## src/rtl/drive_cmd_pkg.sv

```systemverilog
// Shared definitions for the drive command arbiter: command bit indices,
// UART byte constants, FSM state encoding and small helper functions.
package drive_cmd_pkg;

   localparam int unsigned NUM_REQ     = 3;
   localparam int unsigned CMD_W       = 6;
   localparam int unsigned IDX_W       = 2;

   // Command bit positions inside the 6-bit motion command
   localparam int unsigned CMD_FWD     = 0;
   localparam int unsigned CMD_BWD     = 1;
   localparam int unsigned CMD_LEFT    = 2;
   localparam int unsigned CMD_RIGHT   = 3;
   localparam int unsigned CMD_PLACE   = 4;
   localparam int unsigned CMD_DESTROY = 5;

   localparam logic [1:0] CMD_HDR   = 2'b10;
   localparam logic [7:0] STOP_BYTE = 8'h80;

   typedef enum logic [1:0] {
      ST_IDLE  = 2'd0,
      ST_GRANT = 2'd1,
      ST_GAP   = 2'd2
   } arb_state_e;

   // Clear both bits of any contradictory pair
   function automatic logic [CMD_W-1:0] sanitise(input logic [CMD_W-1:0] c);
      logic [CMD_W-1:0] r;
      r = c;
      if (c[CMD_FWD] && c[CMD_BWD]) begin
         r[CMD_FWD] = 1'b0;
         r[CMD_BWD] = 1'b0;
      end
      if (c[CMD_LEFT] && c[CMD_RIGHT]) begin
         r[CMD_LEFT]  = 1'b0;
         r[CMD_RIGHT] = 1'b0;
      end
      if (c[CMD_PLACE] && c[CMD_DESTROY]) begin
         r[CMD_PLACE]   = 1'b0;
         r[CMD_DESTROY] = 1'b0;
      end
      return r;
   endfunction

   // Index of the set bit in a one-hot requester vector (0 when none set)
   function automatic logic [IDX_W-1:0] oh_to_idx(input logic [NUM_REQ-1:0] oh);
      logic [IDX_W-1:0] idx;
      idx = '0;
      for (int unsigned i = 0; i < NUM_REQ; i++) begin
         if (oh[i]) idx = IDX_W'(i);
      end
      return idx;
   endfunction

endpackage

```

## src/rtl/drive_req_picker.sv

```systemverilog
// Combinational winner select among the drive requesters: fixed priority
// (requester 0 highest) or round robin starting after the last grantee.
module drive_req_picker
   import drive_cmd_pkg::*;
#(
   parameter int unsigned ROUND_ROBIN = 0
) (
   input  logic [NUM_REQ-1:0] req,
   input  logic [IDX_W-1:0]   rr_ptr,
   output logic [NUM_REQ-1:0] winner_oh_c,
   output logic               valid_c
);

   // Scan requesters in priority order and take the first one asserted
   always_comb begin
      logic             found;
      logic [IDX_W-1:0] idx;
      winner_oh_c = '0;
      valid_c     = |req;
      found       = 1'b0;
      for (int unsigned k = 0; k < NUM_REQ; k++) begin
         if (ROUND_ROBIN != 0) idx = IDX_W'((32'(rr_ptr) + 32'd1 + k) % NUM_REQ);
         else                  idx = IDX_W'(k);
         if (!found && req[idx]) begin
            winner_oh_c[idx] = 1'b1;
            found            = 1'b1;
         end
      end
   end

endmodule

```

## src/rtl/drive_cmd_arbiter.sv

```systemverilog
// Shares the single UART motion-command byte between the manual, semi-auto
// and auto/test drive requesters. One grant at a time, minimum hold before
// pre-emption, forced STOP gap on every hand-over, contradictory bits cleared.
// Optional build macro FWD_GUARD_EN: front_det masks the forward bit while granted.
module drive_cmd_arbiter
   import drive_cmd_pkg::*;
#(
   parameter int unsigned MIN_HOLD_CYC = 1000,
   parameter int unsigned GAP_CYC      = 100,
   parameter int unsigned ROUND_ROBIN  = 0
) (
   input  logic       sys_clk,
   input  logic       rst,
   input  logic [2:0] req,
   input  logic [5:0] cmd0,
   input  logic [5:0] cmd1,
   input  logic [5:0] cmd2,
   input  logic       front_det,
   output logic [2:0] grant,
   output logic       busy,
   output logic [7:0] cmd_byte
);

   localparam int unsigned HOLD_W  = (MIN_HOLD_CYC == 0) ? 1 : $clog2(MIN_HOLD_CYC + 1);
   localparam int unsigned GAP_LEN = (GAP_CYC == 0) ? 1 : GAP_CYC;
   localparam int unsigned GAP_W   = $clog2(GAP_LEN + 1);
   localparam logic [HOLD_W-1:0] HOLD_MAX = HOLD_W'(MIN_HOLD_CYC);
   localparam logic [GAP_W-1:0]  GAP_LAST = GAP_W'(GAP_LEN - 1);

   arb_state_e          state_q, state_d;
   logic [NUM_REQ-1:0]  grant_q, grant_d;
   logic                busy_q, busy_d;
   logic [7:0]          cmd_byte_q, cmd_byte_d;
   logic [HOLD_W-1:0]   hold_cnt_q, hold_cnt_d;
   logic [GAP_W-1:0]    gap_cnt_q, gap_cnt_d;
   logic [IDX_W-1:0]    rr_ptr_q, rr_ptr_d;

   logic [NUM_REQ-1:0]  win_oh_c;
   logic                win_valid_c;
   logic [CMD_W-1:0]    cmd_sel_c;
   logic [CMD_W-1:0]    cmd_clean_c;
   logic                owner_req_c;
   logic                higher_req_c;

   drive_req_picker #(
      .ROUND_ROBIN (ROUND_ROBIN)
   ) u_picker (
      .req         (req),
      .rr_ptr      (rr_ptr_q),
      .winner_oh_c (win_oh_c),
      .valid_c     (win_valid_c)
   );

   // Granted requester's command, sanitised and optionally collision-guarded
   always_comb begin
      case (oh_to_idx(grant_q))
         2'd0:    cmd_sel_c = cmd0;
         2'd1:    cmd_sel_c = cmd1;
         default: cmd_sel_c = cmd2;
      endcase
      cmd_clean_c = sanitise(cmd_sel_c);
`ifdef FWD_GUARD_EN
      if (front_det) cmd_clean_c[CMD_FWD] = 1'b0;
`endif
   end

`ifndef FWD_GUARD_EN
   logic unused_front_det;
   assign unused_front_det = front_det;
`endif

   // Owner still requesting, and any strictly higher-priority (lower index) request
   assign owner_req_c  = |(req & grant_q);
   assign higher_req_c = |(req & (grant_q - 3'd1));

   // Next-state and registered-output logic
   always_comb begin
      state_d    = state_q;
      grant_d    = grant_q;
      busy_d     = busy_q;
      cmd_byte_d = cmd_byte_q;
      hold_cnt_d = hold_cnt_q;
      gap_cnt_d  = gap_cnt_q;
      rr_ptr_d   = rr_ptr_q;
      case (state_q)
         ST_IDLE: begin
            grant_d    = '0;
            busy_d     = 1'b0;
            cmd_byte_d = STOP_BYTE;
            if (win_valid_c) begin
               state_d    = ST_GRANT;
               grant_d    = win_oh_c;
               busy_d     = 1'b1;
               hold_cnt_d = '0;
               rr_ptr_d   = oh_to_idx(win_oh_c);
            end
         end
         ST_GRANT: begin
            busy_d = 1'b1;
            if (!owner_req_c ||
                ((ROUND_ROBIN == 0) && higher_req_c && (hold_cnt_q == HOLD_MAX))) begin
               state_d    = ST_GAP;
               grant_d    = '0;
               cmd_byte_d = STOP_BYTE;
               gap_cnt_d  = '0;
            end else begin
               cmd_byte_d = {CMD_HDR, cmd_clean_c};
               if (hold_cnt_q != HOLD_MAX) hold_cnt_d = hold_cnt_q + HOLD_W'(1);
            end
         end
         ST_GAP: begin
            grant_d    = '0;
            busy_d     = 1'b1;
            cmd_byte_d = STOP_BYTE;
            if (gap_cnt_q == GAP_LAST) begin
               state_d   = ST_IDLE;
               busy_d    = 1'b0;
               gap_cnt_d = '0;
            end else begin
               gap_cnt_d = gap_cnt_q + GAP_W'(1);
            end
         end
         default: begin
            state_d    = ST_IDLE;
            grant_d    = '0;
            busy_d     = 1'b0;
            cmd_byte_d = STOP_BYTE;
         end
      endcase
   end

   // State and output registers, async active-low reset
   always_ff @(posedge sys_clk or negedge rst) begin
      if (!rst) begin
         state_q    <= ST_IDLE;
         grant_q    <= '0;
         busy_q     <= 1'b0;
         cmd_byte_q <= STOP_BYTE;
         hold_cnt_q <= '0;
         gap_cnt_q  <= '0;
         rr_ptr_q   <= IDX_W'(2);
      end else begin
         state_q    <= state_d;
         grant_q    <= grant_d;
         busy_q     <= busy_d;
         cmd_byte_q <= cmd_byte_d;
         hold_cnt_q <= hold_cnt_d;
         gap_cnt_q  <= gap_cnt_d;
         rr_ptr_q   <= rr_ptr_d;
      end
   end

   assign grant    = grant_q;
   assign busy     = busy_q;
   assign cmd_byte = cmd_byte_q;

endmodule

```

## config.mk

```make
export PLATFORM = sky130hd
export DESIGN_NAME = drive_cmd_arbiter
export DESIGN_NICKNAME = d
export VERILOG_FILES = /design/src/rtl/drive_cmd_pkg.sv /design/src/rtl/drive_req_picker.sv /design/src/rtl/drive_cmd_arbiter.sv
export SDC_FILE = /design/constraint.sdc
export NUM_CORES = 1
export LEC_CHECK = 0
export CORE_MARGIN = 2
export CORE_UTILIZATION = 50
export CTS_BUF_LIST = sky130_fd_sc_hd__clkbuf_16
export CTS_CLUSTER_DIAMETER = 120
export DETAILED_ROUTE_END_ITERATION = 16
export GPL_ROUTABILITY_DRIVEN = 0
export PLACE_DENSITY = 0.79
export REMOVE_ABC_BUFFERS = 1
export SLEW_MARGIN = 20
export SYNTH_ARGS = -nofsm -noshare
export SYNTH_HDL_FRONTEND = slang
export SYNTH_SLANG_ARGS = --single-unit
```

## constraint.sdc

```tcl
create_clock -name sys_clk -period 2.6 [get_ports sys_clk]
set_clock_uncertainty 0.05 [all_clocks]
set_input_delay 0.52 -clock sys_clk [delete_from_list [all_inputs] [get_ports sys_clk]]
set_output_delay 0.52 -clock sys_clk [all_outputs]
set_load 0.005 [all_outputs]
```

==> flow_summary_export.csv, run 1 <==
group,metric,value,unit
timing,tightest_slew,0.691,ns
timing,whs,0.468,ns
clock_network,post_cts_resized,0,
layout,antenna_cells,0,
die,core_area,3100,um^2
synth,synth_edf_count,0,
synth,ys.flop_type,"dfrtp_1",
die,die_w,61.4,um
clock_network,clkTransAtPathRegs,0.05,ns
job,drv_cap,0,
timing,rsz0062_at_grt,"false",
run_status,status,"completed",
setup_path,start_kind,"input pin",
synth,async_flop_share,1.00,
setup_path,r2r_end,"hold_cnt_q[1]",
min_path,whs_path_depth,1,
routing,wl_per_cell,15.0,um
layout,layout_commonest_cell,"clkdlybuf4s50_1",
layout,nets,243,
layout,drive_above_1_share,0.0787,
layout,layout_common_cells,"32 x clkdlybuf4s50_1, 29 x dfrtp_1, 19 x nor2_1, 13 x a21oi_1, 12 x nand2_1",
timing,min_period,2.19,ns
die,fp.dieH,61.4,um
synth,synth_top_area_share,0.440,
synth,synthCells,178,
placement,io_buffers,32,
routing,drcViolationCount,0,
grt,first_global_vias,1393,
placement,place_area,2020,um^2
placement,hpwl,2880,um
clock_network,clock_latency,0.27,ns
clock_network,post_cts_buffers,0,
routing,drtIter0Drc,118,
synth,yosys_warnings,0,
setup_path,path_class,"in2reg",
setup_path,r2r_cells,7,
min_path,whs_endpoint,"gap_cnt_q[6]",
clock_network,cts-root-buf,"clkbuf_16",
grt,grt_max_degree,30,
layout,synthToLayoutAreaGrowth,31.2,%
clock_network,cts_tree,"yes",
die,fp-row-count,20,
clock_network,clk_path_buf_depth,2,
timing,fmax,458,MHz
setup_path,r2r-start,"grant[0]",
setup_path,reg2reg_slack,0.44,ns
setup_path,required,2.71,ns
grt,grt_antenna_before_repair,0,
clock_network,clock_sinks,29,
grt,track_usage,0.238,
pwr,leakagePower,0.941,nW
setup_path,cp.arrival,2.29,ns
synth,synth-seq-cells,29,
setup_path,crit_chain,"clkdlybuf4s50_1 > a222oi_1 > o21ai_1 > nand2b_1 > a32o_1",
setup_path,cp-end-kind,"register",
grt,grt_pass1_wl,6470,um
timing,timing.final.crit_share,0.841,
min_path,min_path_type,"reg2reg",
die,die-area,3770,um^2
timing,setup_violations,0,
setup_path,max_stage_delay,0.50,ns
synth,synth.cell_area,1650,um^2
clock_network,hold_buffers,0,
clock_network,numCtsBuffers,5,
timing,setup-tns-final,0,ns
setup_path,worstPathMaxFanout,10,
pwr,powerDensity,804,nW/um^2
layout,stdcell_area,2160,um^2
min_path,min_from,"gap_cnt_q[6]",
timing,finalMaxSlewViolations,0,
timing,slew_headroom,0.533,
synth,syn_area_per_cell,9.26,um^2
routing,firstDrtPassIters,4,
setup_path,cp-startpoint,"req[0]",
timing,finalHoldViolCount,0,
synth,ys_seq_area_frac,0.440,
clock_network,cts_max_level,2,
routing,ant_nets,0,
setup_path,crit_slowest_cell,"a222oi_1",
synth,yosysTopAreaCell,"dfrtp_1",
synth,synth.area.top_cells,"dfrtp_1 44%, nor2_1 4.3%, mux2i_1 4.2%, a21oi_1 3.9%, o2bb2ai_1 3.7%",
grt,grt_overflow,0,
pwr,vdd_drop_max,0.595,mV
die,start_util,0.531,
synth,yosys.cell_types.count,42,
routing,drt-total-wl,3890,um
routing,num_vias,1470,
die,io-pin-count,36,
routing,drt-vias-per-instance,5.65,
state kept, by name, summed over array words and instances (netlist names):
register and count:
state_q 2, gap_cnt_q 7, hold_cnt_q 10, grant 3, cmd_byte 6, busy 1
report_power, final:
part | leakage (nW) | switching (mW) | total [mW] | internal, mW
Sequential | 0.393 | 0.0805 | 0.609 | 0.528
Combinational | 0.473 | 0.335 | 0.596 | 0.261
Clock | 0.0748 | 0.189 | 0.535 | 0.346
through the flow:
step | total power, mW | setup slack, ns | cells | util
finish | 1.74 | 0.414 | 260 | 0.697
global placement | 1.16 | 0.169 | 252 | 0.652
detailed placement | 1.20 | 0.150 | 252 | 0.652
CTS | 1.75 | 0.434 | 260 | 0.697
global route | 1.87 | 0.172 | 260 | 0.697
floorplan | 0.954 | 0.364 | 169 | -
logic make-up after synthesis:
logic type | count (synthesis) | share of synthesized area
buffers and inverters | 17 | 0.0501
multiplexers | 7 | 0.0425
AO/OA/AOI/OAI | 48 | 0.203
adder cells (fa/ha/maj) | 4 | 0.0304
flip-flops | 29 | 0.440
AND/OR/NAND/NOR | 70 | 0.225
other | 2 | 0.00455
XOR/XNOR | 1 | 0.00531
cells in the mapped netlist (4+ instances only):
cell type / number
mux2i_1: 7
nand3_1: 7
a31oi_1: 4
nand2_1: 12
ha_1: 4
o2bb2ai_1: 7
nand2b_1: 4
dfrtp_1: 29
inv_1: 8
nor3_1: 4
nor2_1: 19
nor3b_1: 6
a21oi_1: 13
final cells by class:
cell class | instances | area (um^2)
sequential | 29 | 726
timing repair buffer | 39 | 373
inverter | 8 | 30.0
clock buffer | 5 | 125
clock inverter | 3 | 13.8
tap | 44 | 55.1
multi-input combinational | 132 | 841
fill | 259 | 940
per-layer routing:
metal  routed length [um]  vias up  global-route usage
met4                   62        0              0.0821
met1                 1670      692               0.299
li1                     -      723                   -
met2                 1950       46               0.381
met5                    0        -                   0
met3                  207        9              0.0861
worst max path at each step:
stage	end	slack, ns	depth (start not counted)
after global routing	gap_cnt_q[2]	0.17	7
after global placement	hold_cnt_q[1]	0.17	5
after floorplan	hold_cnt_q[1]	0.36	7
after CTS	hold_cnt_q[1]	0.43	6
final	hold_cnt_q[1]	0.41	5
after detailed placement	hold_cnt_q[1]	0.15	6
critical path, delay by kind of cell:
kind / cells / cell delay [ns]
AO/OA/AOI/OAI: 3 / 0.94
buffers and inverters: 1 / 0.49
AND/OR/NAND/NOR: 1 / 0.34
Note: power is estimated with default switching activity, not from simulation.
==> run 2, diff against run 1 <==
- CORE_UTILIZATION: 50 -> 45
- PLACE_DENSITY: 0.79 -> 0.75
- clock period: 2.6 -> 1.9 ns (I/O delays scaled with it)
==> run 2 against run 1 <==
Combinational power is 95% higher. Count of clock-buffer cells in the layout stayed put. Total power is 57% higher. Sequential cell count stayed put. Largest power group is now combinational logic. Worst hold slack worse by 0.031 ns. Worst setup slack worse by 0.35 ns. First-iteration DRC count is 19% lower. Via count is 6.3% higher. Global-route usage is 0.16 points lower. Critical path type is now reg2reg. Sequential power is 36% higher. Clock power is 38% higher.
==> flow_summary_export.csv, run 2 (same netlist as run 1, synthesis figures left out) <==
group,metric,value,unit
die,fp.dieH,64.5,um
timing,setup_violations,0,
timing,fmax,545,MHz
timing,min_period,1.84,ns
clock_network,clock_latency,0.27,ns
layout,antenna_cells,0,
timing,timing.final.crit_share,0.967,
clock_network,cts-root-buf,"clkbuf_16",
pwr,p_comb_frac,0.425,
layout,drive_above_1_share,0.223,
pwr,p_seq_frac,0.304,
pwr,clkPwrFrac,0.270,
placement,dp.cells,269,
die,die_w,64.5,um
setup_path,worstPathMaxFanout,3,
timing,finalHoldViolCount,0,
die,io-pin-count,36,
layout,top_register,"hold_cnt_q",
clock_network,cts_tree,"yes",
grt,first_global_vias,1627,
timing,setup_slack,0.0636,ns
grt,grt_pass1_wl,7590,um
setup_path,required,2.01,ns
routing,ant_nets,0,
layout,fill_cells,251,
timing,finalMaxSlewViolations,0,
placement,hpwl,3210,um
clock_network,clk_path_buf_depth,2,
pwr,total_power,2.72,mW
layout,multiInputGateArea,956,um^2
timing,rsz0062_at_grt,"true",
layout,synthToLayoutAreaGrowth,46.5,%
setup_path,start_kind,"register",
routing,wl_per_cell,16.7,um
routing,drt-total-wl,4660,um
setup_path,r2r_cells,9,
die,fp-row-count,21,
routing,drt-vias-per-instance,5.60,
routing,firstDrtPassIters,4,
min_path,min_path_type,"in2async",
grt,grt_antenna_before_repair,0,
layout,layout_common_cells,"30 x clkdlybuf4s50_1, 28 x dfrtp_1, 22 x buf_4, 19 x nor2_1, 13 x a21oi_1",
pwr,vdd_drop_max,0.819,mV
routing,drcViolationCount,0,
die,die-area,4160,um^2
job,drv_cap,0,
setup_path,endpoint,"hold_cnt_q[0]",
layout,largest_reg_flops,10,
setup_path,path_class,"reg2reg",
grt,grt_max_degree,30,
die,start_util,0.483,
setup_path,r2r-start,"grant[0]",
setup_path,r2r_end,"hold_cnt_q[0]",
layout,fin_cells,279,
grt,track_usage,0.236,
layout,layout_commonest_cell,"clkdlybuf4s50_1",
pwr,p_sw_frac,0.354,
pwr,p_switching,0.964,mW
placement,place_ws,-0.248,ns
setup_path,cp-end-kind,"register",
placement,io_buffers,32,
pwr,leakagePower,1.06,nW
setup_path,cp.arrival,1.95,ns
timing,whs,0.437,ns
grt,grt_overflow,0,
layout,seq_area,727,um^2
die,core_area,3420,um^2
clock_network,clkTransAtPathRegs,0.05,ns
routing,drtIter0Drc,96,
routing,num_vias,1562,
pwr,internal_power,1.76,mW
setup_path,reg2reg_slack,0.06,ns
run_status,status,"completed",
clock_network,cts_max_level,2,
pwr,powerDensity,1130,nW/um^2
setup_path,cp-startpoint,"grant[0]",
layout,nets,260,
clock_network,clock_sinks,29,
clock_network,numCtsBuffers,5,
-- run 2: layout make-up --
cell class              instances  area share
flip-flops and latches         29       0.301
repair buffers                 56       0.210
clock buffers                   5      0.0518
inverters                       8      0.0124
well taps                      46      0.0238
multi-input cells             132       0.396
clock inverters                 3     0.00570
-- run 2: per-stage QoR --
| stage | setup TNS, ns | util | cell area (um^2) |
|---|---|---|---|
| global placement | -4.21 | 0.626 | 2140 |
| finish | 0 | 0.707 | 2420 |
| floorplan | -3.55 | - | 1600 |
| detailed placement | -4.71 | 0.626 | 2140 |
| global route | -0.247 | 0.707 | 2420 |
| CTS | -0.00880 | 0.676 | 2310 |
-- run 2: what timing repair did --
action	4_1_cts	5_1_grt
gates cloned	1	0
hold buffers	0	0
setup endpoints to repair	13	26
pin swaps	4	7
resized for setup	5	21
setup buffers	1	0
-- run 2: worst max-delay path, cell delays in order (launching register included) --
cell and delay, ns:
dfrtp_1 0.36, inv_2 0.06, ha_4 0.25, inv_2 0.02
a222oi_1 0.26, buf_4 0.18, o21ai_2 0.08, nand2b_4 0.15
buf_4 0.14, a21o_1 0.17
-- run 2: power by group through the flow --
| stage | Sequential [mW] | Clock, mW | Combinational (mW) |
|---|---|---|---|
| 4_1_cts | 0.823 | 0.741 | 1.03 |
| 6_report | 0.829 | 0.736 | 1.16 |
| 5_1_grt | 0.842 | 0.768 | 1.27 |
| 3_5_place_dp | 0.830 | 0 | 0.981 |
| 2_1_floorplan | 0.829 | 0 | 0.476 |
| 3_3_place_gp | 0.818 | 0 | 0.948 |
-- run 2: per-layer routing --
metal  vias up  global-route usage  wire length, um
met2        45               0.402             2320
met4         0              0.0771               99
met5         -                   0                0
met1       754               0.290             2030
met3        11              0.0642              213
li1        752                   -                -
-- run 2: worst min path at each step --
stage / to / slack [ns] / cells past startpoint
after floorplan: busy / 0.03 / 0
after global placement: gap_cnt_q[0] / 0.44 / 1
after detailed placement: gap_cnt_q[0] / 0.45 / 1
after CTS: gap_cnt_q[5] / 0.45 / 2
after global routing: grant[1] / 0.46 / 2
final: gap_cnt_q[5] / 0.44 / 2
==> run 3, diff against run 2 <==
--- a/config.mk
+++ b/config.mk
@@ -7,4 +7,7 @@
 export LEC_CHECK = 0
+export CAP_MARGIN = 20
+export CELL_PAD_IN_SITES_DETAIL_PLACEMENT = 0
+export CELL_PAD_IN_SITES_GLOBAL_PLACEMENT = 1
 export CORE_MARGIN = 2
-export CORE_UTILIZATION = 45
+export CORE_UTILIZATION = 34
 export CTS_BUF_LIST = sky130_fd_sc_hd__clkbuf_16
@@ -13,3 +16,3 @@
 export GPL_ROUTABILITY_DRIVEN = 0
-export PLACE_DENSITY = 0.75
+export PLACE_DENSITY_LB_ADDON = 0.1
 export REMOVE_ABC_BUFFERS = 1
--- a/constraint.sdc
+++ b/constraint.sdc
@@ -4,2 +4,2 @@
 set_output_delay 0.38 -clock sys_clk [all_outputs]
-set_load 0.005 [all_outputs]
+set_load 0.02 [all_outputs]
==> run 3 against run 2 <==
Clock power is 1% lower. Sequential power hardly changed. Fmax is 1.8% lower. Critical endpoint is now hold_cnt_q[3]. Largest cell class unchanged. Combinational power is 6% higher. First-iteration DRC count is 14% higher. Via count is 0.96% lower. Global-route usage is 6.5 points lower. Largest power group unchanged.
==> flow_summary_export.csv, run 3 (same netlist as run 1, synthesis figures left out) <==
group,metric,value,unit
run_status,status,"completed",
die,fp.dieH,73.6,um
layout,largest_reg_flops,10,
clock_network,numCtsBuffers,5,
pwr,internal_power,1.79,mW
die,start_util,0.351,
clock_network,clkTransAtPathRegs,0.05,ns
timing,slew_headroom,0.593,
setup_path,required,2.04,ns
timing,finalHoldViolCount,0,
placement,place_area,2190,um^2
min_path,min_path_type,"in2async",
die,core_area,4690,um^2
timing,setup_violations,0,
pwr,p_seq_frac,0.298,
routing,drt-total-wl,4280,um
timing,fmax,535,MHz
pwr,p_switching,0.995,mW
setup_path,cp-end-kind,"register",
layout,seq_area,726,um^2
layout,layout_common_cells,"29 x dfrtp_1, 29 x clkdlybuf4s50_1, 23 x buf_4, 19 x nor2_1, 13 x a21oi_1",
grt,grt_max_degree,30,
layout,fin_cells,291,
routing,drcViolationCount,0,
layout,stdcell_area,2480,um^2
timing,finalMaxSlewViolations,0,
setup_path,start_kind,"register",
clock_network,cts_max_level,2,
clock_network,clk_path_buf_depth,2,
routing,num_vias,1547,
setup_path,path_class,"reg2reg",
pwr,clkPwrFrac,0.261,
timing,min_period,1.87,ns
pwr,p_comb_frac,0.441,
clock_network,clock_sinks,29,
placement,dp.cells,282,
die,fp-row-count,25,
routing,drt-vias-per-instance,5.32,
timing,tightest_slew,0.603,ns
timing,whs,0.455,ns
grt,track_usage,0.171,
layout,drive_above_1_share,0.236,
routing,wl_per_cell,14.7,um
pwr,p_sw_frac,0.358,
placement,hpwl,3100,um
clock_network,cts-root-buf,"clkbuf_16",
grt,grt_pass1_wl,7080,um
layout,nets,265,
clock_network,cts_tree,"yes",
pwr,leakagePower,1.11,nW
routing,firstDrtPassIters,4,
pwr,vdd_drop_max,0.499,mV
clock_network,clock_latency,0.27,ns
timing,rsz0062_at_grt,"true",
die,die-area,5420,um^2
setup_path,worstPathMaxFanout,4,
die,io-pin-count,36,
layout,fill_cells,433,
placement,io_buffers,32,
timing,timing.final.crit_share,0.985,
pwr,powerDensity,1120,nW/um^2
grt,first_global_vias,1552,
routing,drtIter0Drc,109,
layout,multiInputGateArea,958,um^2
job,drv_cap,0,
die,die_w,73.6,um
layout,antenna_cells,0,
grt,grt_antenna_before_repair,0,
layout,synthToLayoutAreaGrowth,50.5,%
setup_path,cp.arrival,2.01,ns
grt,grt_overflow,0,
routing,ant_nets,0,
layout,top_register,"hold_cnt_q",
-- run 3: changes by cell type in the layout (fill, tap and decap cells not counted), sizes merged --
| cell | previous run | this run |
|---|---|---|
| clkdlybuf4s50 | 30 | 29 |
| clkinv | 2 | 1 |
| dlygate4sd2 | 0 | 1 |
| buf | 24 | 29 |
-- run 3: final timing paths --
| check | cells past startpoint | slack, ns | endpoint | start |
|---|---|---|---|---|
| worst max register to register | 10 | 0.03 | hold_cnt_q[3] | grant[0] |
| worst max-delay path | 10 | 0.03 | hold_cnt_q[3] | grant[0] |
| worst min register to register | 1 | 0.48 | gap_cnt_q[0] | gap_cnt_q[0] |
| max in group asynchronous | 2 | 1.06 | cmd_byte[3] | rst |
| min in group sys_clk | 1 | 0.48 | gap_cnt_q[0] | gap_cnt_q[0] |
| worst min-delay path | 2 | 0.46 | gap_cnt_q[0] | rst |
-- run 3: power groups by stage --
stage	sequential [mW]	combinational, mW	clock (mW)
2_1_floorplan	0.862	0.479	0
3_3_place_gp	0.824	1.02	0
3_5_place_dp	0.834	1.05	0
4_1_cts	0.824	1.14	0.742
5_1_grt	0.844	1.34	0.760
6_report	0.828	1.23	0.727
-- run 3: through the flow --
stage          total power [mW]  worst slack, ns  setup TNS, ns  utilization
2_1_floorplan              1.34           -0.438          -5.98            -
3_3_place_gp               1.84           -0.228          -4.51        0.466
3_5_place_dp               1.89           -0.318          -6.08        0.466
4_1_cts                    2.70          0.00293              0        0.509
5_1_grt                    2.94          -0.0898          -1.35        0.529
6_report                   2.78           0.0292              0        0.529
-- run 3: repair_timing --
| action | in CTS | in global routing |
|---|---|---|
| hold buffers | 0 | 0 |
| endpoints found under the setup margin | 24 | 28 |
| resized for setup | 15 | 20 |
| pin swaps | 6 | 4 |
| buffers inserted | 1 | 1 |
| hold endpoints to repair | 0 | 0 |
-- run 3: layout make-up --
| type | instances | area share |
|---|---|---|
| Clock buffer | 5 | 0.0504 |
| Clock inverter | 2 | 0.00302 |
| Inverter | 8 | 0.0121 |
| Multi-Input combinational cell | 132 | 0.386 |
| Sequential cell | 29 | 0.292 |
| Tap cell | 54 | 0.0272 |
| Timing Repair Buffer | 61 | 0.229 |
-- run 3: layer usage --
layer	wire, um	global-route usage	share of wire	vias up
met5	0	0	0	-
met4	78	0.0687	0.018	0
met3	197	0.0453	0.046	7
met2	2150	0.291	0.50	34
met1	1860	0.204	0.43	745
li1	-	-	-	761
-- run 3: critical path: stages (launching register included) --
cell       delay (ns)
dfrtp_1          0.37
inv_2            0.06
ha_4             0.26
inv_2            0.02
a222oi_1         0.28
buf_4            0.18
buf_6            0.10
o21ai_4          0.08
buf_6            0.14
buf_6            0.11
o2bb2ai_2        0.13
